==> src/rtl/tag_lookup_ctrl.sv <==
// Sequencing controller in front of the tag lookup table: search, then allocate on a miss.
// Optional hit/miss/evict counters are built when TAG_LOOKUP_CTRL_STATS_EN is defined.
module tag_lookup_ctrl #(
    parameter int BW_ACCESS_ADDR     = 24,
    parameter int N_CAPACITY_BLOCKS  = 128,
    parameter int LOOKUP_LATENCY     = 1,
    localparam int BW_CAPACITY_BLOCKS = $clog2(N_CAPACITY_BLOCKS)
) (
    input  logic                          clock_i,
    input  logic                          resetn_i,
    input  logic                          req_valid_i,
    output logic                          req_ready_o,
    input  logic [BW_ACCESS_ADDR-1:0]     req_addr_i,
    output logic                          rsp_valid_o,
    input  logic                          rsp_ready_i,
    output logic                          rsp_hit_o,
    output logic [BW_CAPACITY_BLOCKS-1:0] rsp_cache_addr_o,
    output logic                          rsp_evict_o,
    output logic [BW_ACCESS_ADDR-1:0]     rsp_evict_addr_o,
`ifdef TAG_LOOKUP_CTRL_STATS_EN
    output logic [31:0]                   stat_hits_o,
    output logic [31:0]                   stat_misses_o,
    output logic [31:0]                   stat_evicts_o,
`endif
    input  logic [BW_CAPACITY_BLOCKS-1:0] victim_cache_addr_i,
    input  logic [BW_ACCESS_ADDR-1:0]     victim_access_addr_i,
    output logic [BW_ACCESS_ADDR-1:0]     tlt_search_addr_o,
    input  logic                          tlt_hit_i,
    input  logic [BW_CAPACITY_BLOCKS-1:0] tlt_cache_addr_i,
    output logic                          tlt_wren_o,
    output logic                          tlt_rmen_o,
    output logic [BW_ACCESS_ADDR-1:0]     tlt_write_addr_o,
    output logic [BW_CAPACITY_BLOCKS-1:0] tlt_cache_addr_o,
    output logic [2:0]                    dbg_state_o
);

    // Handshakes: a transfer happens on a rising edge where valid and ready are both 1;
    // valid never waits on ready, and payload stays stable while valid is high.

    typedef enum logic [2:0] {
        IDLE    = 3'd0,
        SEARCH  = 3'd1,
        RESOLVE = 3'd2,
        EVICT   = 3'd3,
        FILL    = 3'd4,
        RESP    = 3'd5
    } state_t;

    localparam logic [2:0] WAIT_LAST = 3'(LOOKUP_LATENCY - 1);
    localparam logic [BW_CAPACITY_BLOCKS-1:0] FILL_LAST = BW_CAPACITY_BLOCKS'(N_CAPACITY_BLOCKS - 1);

    state_t                          state;
    state_t                          next_state;
    logic [2:0]                      wait_cnt;
    logic                            hit_q;
    logic [BW_CAPACITY_BLOCKS-1:0]   lookup_addr_q;
    logic [BW_ACCESS_ADDR-1:0]       req_addr_q;
    logic [BW_CAPACITY_BLOCKS-1:0]   slot_q;
    logic [BW_ACCESS_ADDR-1:0]       victim_addr_q;
    logic [BW_CAPACITY_BLOCKS-1:0]   fill_cnt;
    logic                            full;
    logic                            rsp_done;

    assign rsp_done    = rsp_valid_o && rsp_ready_i;
    assign dbg_state_o = state;

    always_ff @(posedge clock_i or negedge resetn_i) begin
        if (!resetn_i) state <= IDLE;
        else           state <= next_state;
    end

    always_comb begin
        next_state = state;
        case (state)
            IDLE:    if (req_valid_i && req_ready_o) next_state = SEARCH;
            SEARCH:  if (wait_cnt == WAIT_LAST) next_state = RESOLVE;
            RESOLVE: begin
                if (hit_q)     next_state = RESP;
                else if (full) next_state = EVICT;
                else           next_state = FILL;
            end
            EVICT:   next_state = FILL;
            FILL:    next_state = RESP;
            RESP:    if (rsp_done) next_state = IDLE;
            default: next_state = IDLE;
        endcase
    end

    always_ff @(posedge clock_i or negedge resetn_i) begin
        if (!resetn_i) begin
            req_ready_o       <= 1'b1;
            rsp_valid_o       <= 1'b0;
            rsp_hit_o         <= 1'b0;
            rsp_cache_addr_o  <= '0;
            rsp_evict_o       <= 1'b0;
            rsp_evict_addr_o  <= '0;
            tlt_search_addr_o <= '0;
            tlt_wren_o        <= 1'b0;
            tlt_rmen_o        <= 1'b0;
            tlt_write_addr_o  <= '0;
            tlt_cache_addr_o  <= '0;
            wait_cnt          <= '0;
            hit_q             <= 1'b0;
            lookup_addr_q     <= '0;
            req_addr_q        <= '0;
            slot_q            <= '0;
            victim_addr_q     <= '0;
            fill_cnt          <= '0;
            full              <= 1'b0;
        end else begin
            // Registered controls are derived from the state being left, so each pulse lasts one cycle.
            req_ready_o <= (next_state == IDLE);
            rsp_valid_o <= (state == RESP) && (next_state == RESP);
            tlt_rmen_o  <= (state == EVICT);
            tlt_wren_o  <= (state == FILL);
            case (state)
                IDLE: begin
                    if (req_valid_i && req_ready_o) begin
                        req_addr_q        <= req_addr_i;
                        tlt_search_addr_o <= req_addr_i;
                        wait_cnt          <= '0;
                    end
                end
                SEARCH: begin
                    if (wait_cnt == WAIT_LAST) begin
                        hit_q         <= tlt_hit_i;
                        lookup_addr_q <= tlt_cache_addr_i;
                    end else begin
                        wait_cnt <= wait_cnt + 3'd1;
                    end
                end
                RESOLVE: begin
                    rsp_hit_o        <= hit_q;
                    rsp_evict_addr_o <= '0;
                    rsp_evict_o      <= 1'b0;
                    if (hit_q) begin
                        rsp_cache_addr_o <= lookup_addr_q;
                    end else if (full) begin
                        slot_q           <= victim_cache_addr_i;
                        victim_addr_q    <= victim_access_addr_i;
                        rsp_evict_addr_o <= victim_access_addr_i;
                        rsp_evict_o      <= 1'b1;
                    end else begin
                        slot_q <= fill_cnt;
                    end
                end
                EVICT: begin
                    tlt_write_addr_o <= victim_addr_q;
                    tlt_cache_addr_o <= slot_q;
                end
                FILL: begin
                    tlt_write_addr_o <= req_addr_q;
                    tlt_cache_addr_o <= slot_q;
                    rsp_hit_o        <= 1'b0;
                    rsp_cache_addr_o <= slot_q;
                    // Cold slots are handed out in order; the wrap marks the cache as full for good.
                    if (!full) begin
                        fill_cnt <= fill_cnt + 1'b1;
                        if (fill_cnt == FILL_LAST) full <= 1'b1;
                    end
                end
                default: ;
            endcase
        end
    end

`ifdef TAG_LOOKUP_CTRL_STATS_EN
    always_ff @(posedge clock_i or negedge resetn_i) begin
        if (!resetn_i) begin
            stat_hits_o   <= '0;
            stat_misses_o <= '0;
            stat_evicts_o <= '0;
        end else if (state == RESP && rsp_done) begin
            if (rsp_hit_o) begin
                if (stat_hits_o != 32'hFFFF_FFFF) stat_hits_o <= stat_hits_o + 32'd1;
            end else begin
                if (stat_misses_o != 32'hFFFF_FFFF) stat_misses_o <= stat_misses_o + 32'd1;
            end
            if (rsp_evict_o && stat_evicts_o != 32'hFFFF_FFFF) stat_evicts_o <= stat_evicts_o + 32'd1;
        end
    end
`endif

endmodule
==> config.mk <==
export PLATFORM = sky130hd
export DESIGN_NAME = tag_lookup_ctrl
export DESIGN_NICKNAME = d
export VERILOG_FILES = /design/src/rtl/tag_lookup_ctrl.sv
export SDC_FILE = /design/constraint.sdc
export NUM_CORES = 1
export LEC_CHECK = 0
export CAP_MARGIN = 20
export CORE_MARGIN = 2
export CORE_UTILIZATION = 50
export CTS_BUF_LIST = sky130_fd_sc_hd__clkbuf_8
export CTS_CLUSTER_DIAMETER = 30
export DETAILED_ROUTE_END_ITERATION = 10
export PLACE_DENSITY = 0.83
export SYNTH_ARGS = -nofsm -noshare
export SYNTH_HDL_FRONTEND = slang
export SYNTH_SLANG_ARGS = --single-unit
==> constraint.sdc <==
create_clock -name clock_i -period 2.2 [get_ports clock_i]
set_input_delay 0.44 -clock clock_i [delete_from_list [all_inputs] [get_ports clock_i]]
set_output_delay 0.44 -clock clock_i [all_outputs]
set_load 0.01 [all_outputs]
==> impl_metrics.ini <==
[clock_network]
ctsLongestPathBuffers = 2
cts_buffers = 17
root_buffer = clkbuf_8
htreeDepth = 4
cts_hold_buffers = 1
cts.repair.resized = 0
tritoncts = done
path_clk_slew_ns = 0.07
clock_latency_ns = 0.43
cts.sinks = 145
post_cts_buffers = 0

[synthesis]
yosysTopAreaCellShare = 0.610
yosysMostFrequentCell = dfrtp_1
async_flop_share = 1.00
syn_area_sq_um = 5900
ys.flop_type = dfrtp_1
yosys.cell_types.count = 41
synthCells = 430
ys_warn_count = 0
ys_seq_area_frac = 0.615
syn_nets = 500
synth_seq_cells = 145
synth_edf_count = 0
synth_top_cell_by_area = dfrtp_1
syn_avg_cell_area_sq_um = 13.7
synth_common_cells = dfrtp_1, mux2_2, mux2i_1
ys_top_cells_by_area = dfrtp_1, mux2_2, mux2i_1, mux2_1, a22o_1

[finish]
utilization = 0.705
layout.nets = 669
drive_gt1_frac = 0.155
syn2layout_area_growth_pct = 36.9
antenna_cells = 0

[power]
powerDensity_nw_per_um2 = 1240
p_leak_nw = 3.74
power.total_w = 0.0100
peakVddDrop_mv = 0.661

[critical_path]
cp.arrival_ns = 1.58
cpPeakStageDelay_ns = 0.62
r2r-start = dbg_state_o[1]$_DFF_PN0_
cp-start-kind = flop
cp_top_family = buffers and inverters
crit_buf_inv = 1
end_kind = output port
crit_slowest_cell = clkdlybuf4s50_1
critPathMaxFanout = 10
criticalPathCategory = reg -> out
required_ns = 1.76
r2r_cells = 4
crit_chain = clkdlybuf4s50_1
reg2reg_slack_ns = 0.32
timing.rr.end = victim_addr_q[10]$_DFFE_PN0P_
worstSetupStartpoint = dbg_state_o[0]$_DFF_PN0_

[grt]
grt_pass1_wl_um = 21700
antenna_found_initial = 0
grt_pass1_vias = 4229
grt_usage = 0.219
grt.overflow.total = 0
grt_max_degree = 68

[floorplan]
dieWidth_um = 113
rows = 39
core-area_sq_um = 11500
initial_core_util = 0.515
io_pins = 162
die_area_sq_um = 12700
die_y_um = 113

[timing]
worst_pin_slew_ns = 0.479
setup_viol = 0
finClkSkew_ns = 0.00974
slew-limit-headroom = 0.680
fmax_ghz = 0.494
rsz0062_at_grt = no
finalMaxSlewViolations = 0
post-route-min-period_ns = 2.02
hold_viol_final = 0
period_share = 0.920
finalSetupTns_ns = 0

[routing]
top_layer = met4
drtPass1Iterations = 5
remaining_drc_errors = 0
wl_met3_um = 743
wl_met1_um = 5770
wl_per_cell_um = 17.5
wl_met2_um = 6490
post_drt_via_cell_ratio = 5.27
ant_nets = 0
drt_iter0_drc = 162
drt_wl_total_um = 13200
vias = 3976

[placed_design]
hpwl_um = 9270
portBuffers = 161
place_congestion = 0.780

[outcome]
status = completed

[min_path]
min_path_type = in -> async

[job]
max-cap-violations = 0
## power by group
part | switching (W) | total [W] | internal (W)
logic | 0.00157 | 0.00366 | 0.00209
clock network | 0.000957 | 0.00220 | 0.00124
registers | 0.000646 | 0.00418 | 0.00353
## how the worst max path moves through the flow
| stage | endpoint | cells after the start |
|---|---|---|
| after floorplan | req_addr_q[10]$_DFFE_PN0P_ | 4 |
| after detailed placement | wait_cnt[0]$_DFFE_PN0P_ | 6 |
| after CTS | dbg_state_o[0] | 1 |
| final | dbg_state_o[0] | 1 |
| after global placement | wait_cnt[0]$_DFFE_PN0P_ | 6 |
| after global routing | dbg_state_o[1] | 1 |
## placed cells by master (no fill, tap or decap), types with 17 or more instances in the layout
master / instances
mux2_2: 40
a22o_1: 25
mux2i_1: 39
nor2_1: 33
dfrtp_1: 144
mux2_1: 25
nand2_1: 17
clkbuf_8: 18
clkdlybuf4s50_1: 160
a21oi_1: 30
## stage by stage
stage	setup WS, ns	area [sq um]	hold WS (ns)	std cells
2_1_floorplan	0.484	5900	0.144	430
5_1_grt	0.0850	8080	0.465	754
6_report	0.176	8080	0.467	754
4_1_cts	0.143	8080	0.441	754
3_3_place_gp	0.278	7650	0.349	722
3_5_place_dp	0.265	7650	0.355	722
## cells by family (layout without fill, tap and decap cells)
group           count (synthesis)  after routing  share of synthesized area
mux                           104            104                      0.190
buf+inv                        28            209                     0.0337
xor+xnor                        6              6                    0.00890
simple gates                   73             73                     0.0653
flops                         145            145                      0.615
compound gates                 71             71                     0.0808
fa+ha+maj                       3              3                    0.00636
## layer usage
layer  track usage  vias to the layer above
met5             0                        -
met4        0.0715                        0
met1         0.287                     1983
li1              -                     1855
met3        0.0697                       15
met2         0.349                      123
## cell type report
| type | instances | area (sq um) |
|---|---|---|
| clock inverter | 13 | 171 |
| multi-input combinational | 257 | 2070 |
| sequential | 145 | 3630 |
| fill | 795 | 3390 |
| timing repair buffer | 174 | 1760 |
| inverter | 4 | 15.0 |
| clock buffer | 18 | 248 |
| tap | 143 | 179 |
## registers in the layout (all words and copies together) (netlist names), 7 cells and up
register / flops
fill_cnt: 7
lookup_addr_q: 7
req_addr_q: 24
rsp_cache_addr_o: 7
rsp_evict_addr_o: 24
slot_q: 7
tlt_cache_addr_o: 7
tlt_write_addr_o: 24
victim_addr_q: 24
No activity file was read; power rests on OpenSTA's default activity.
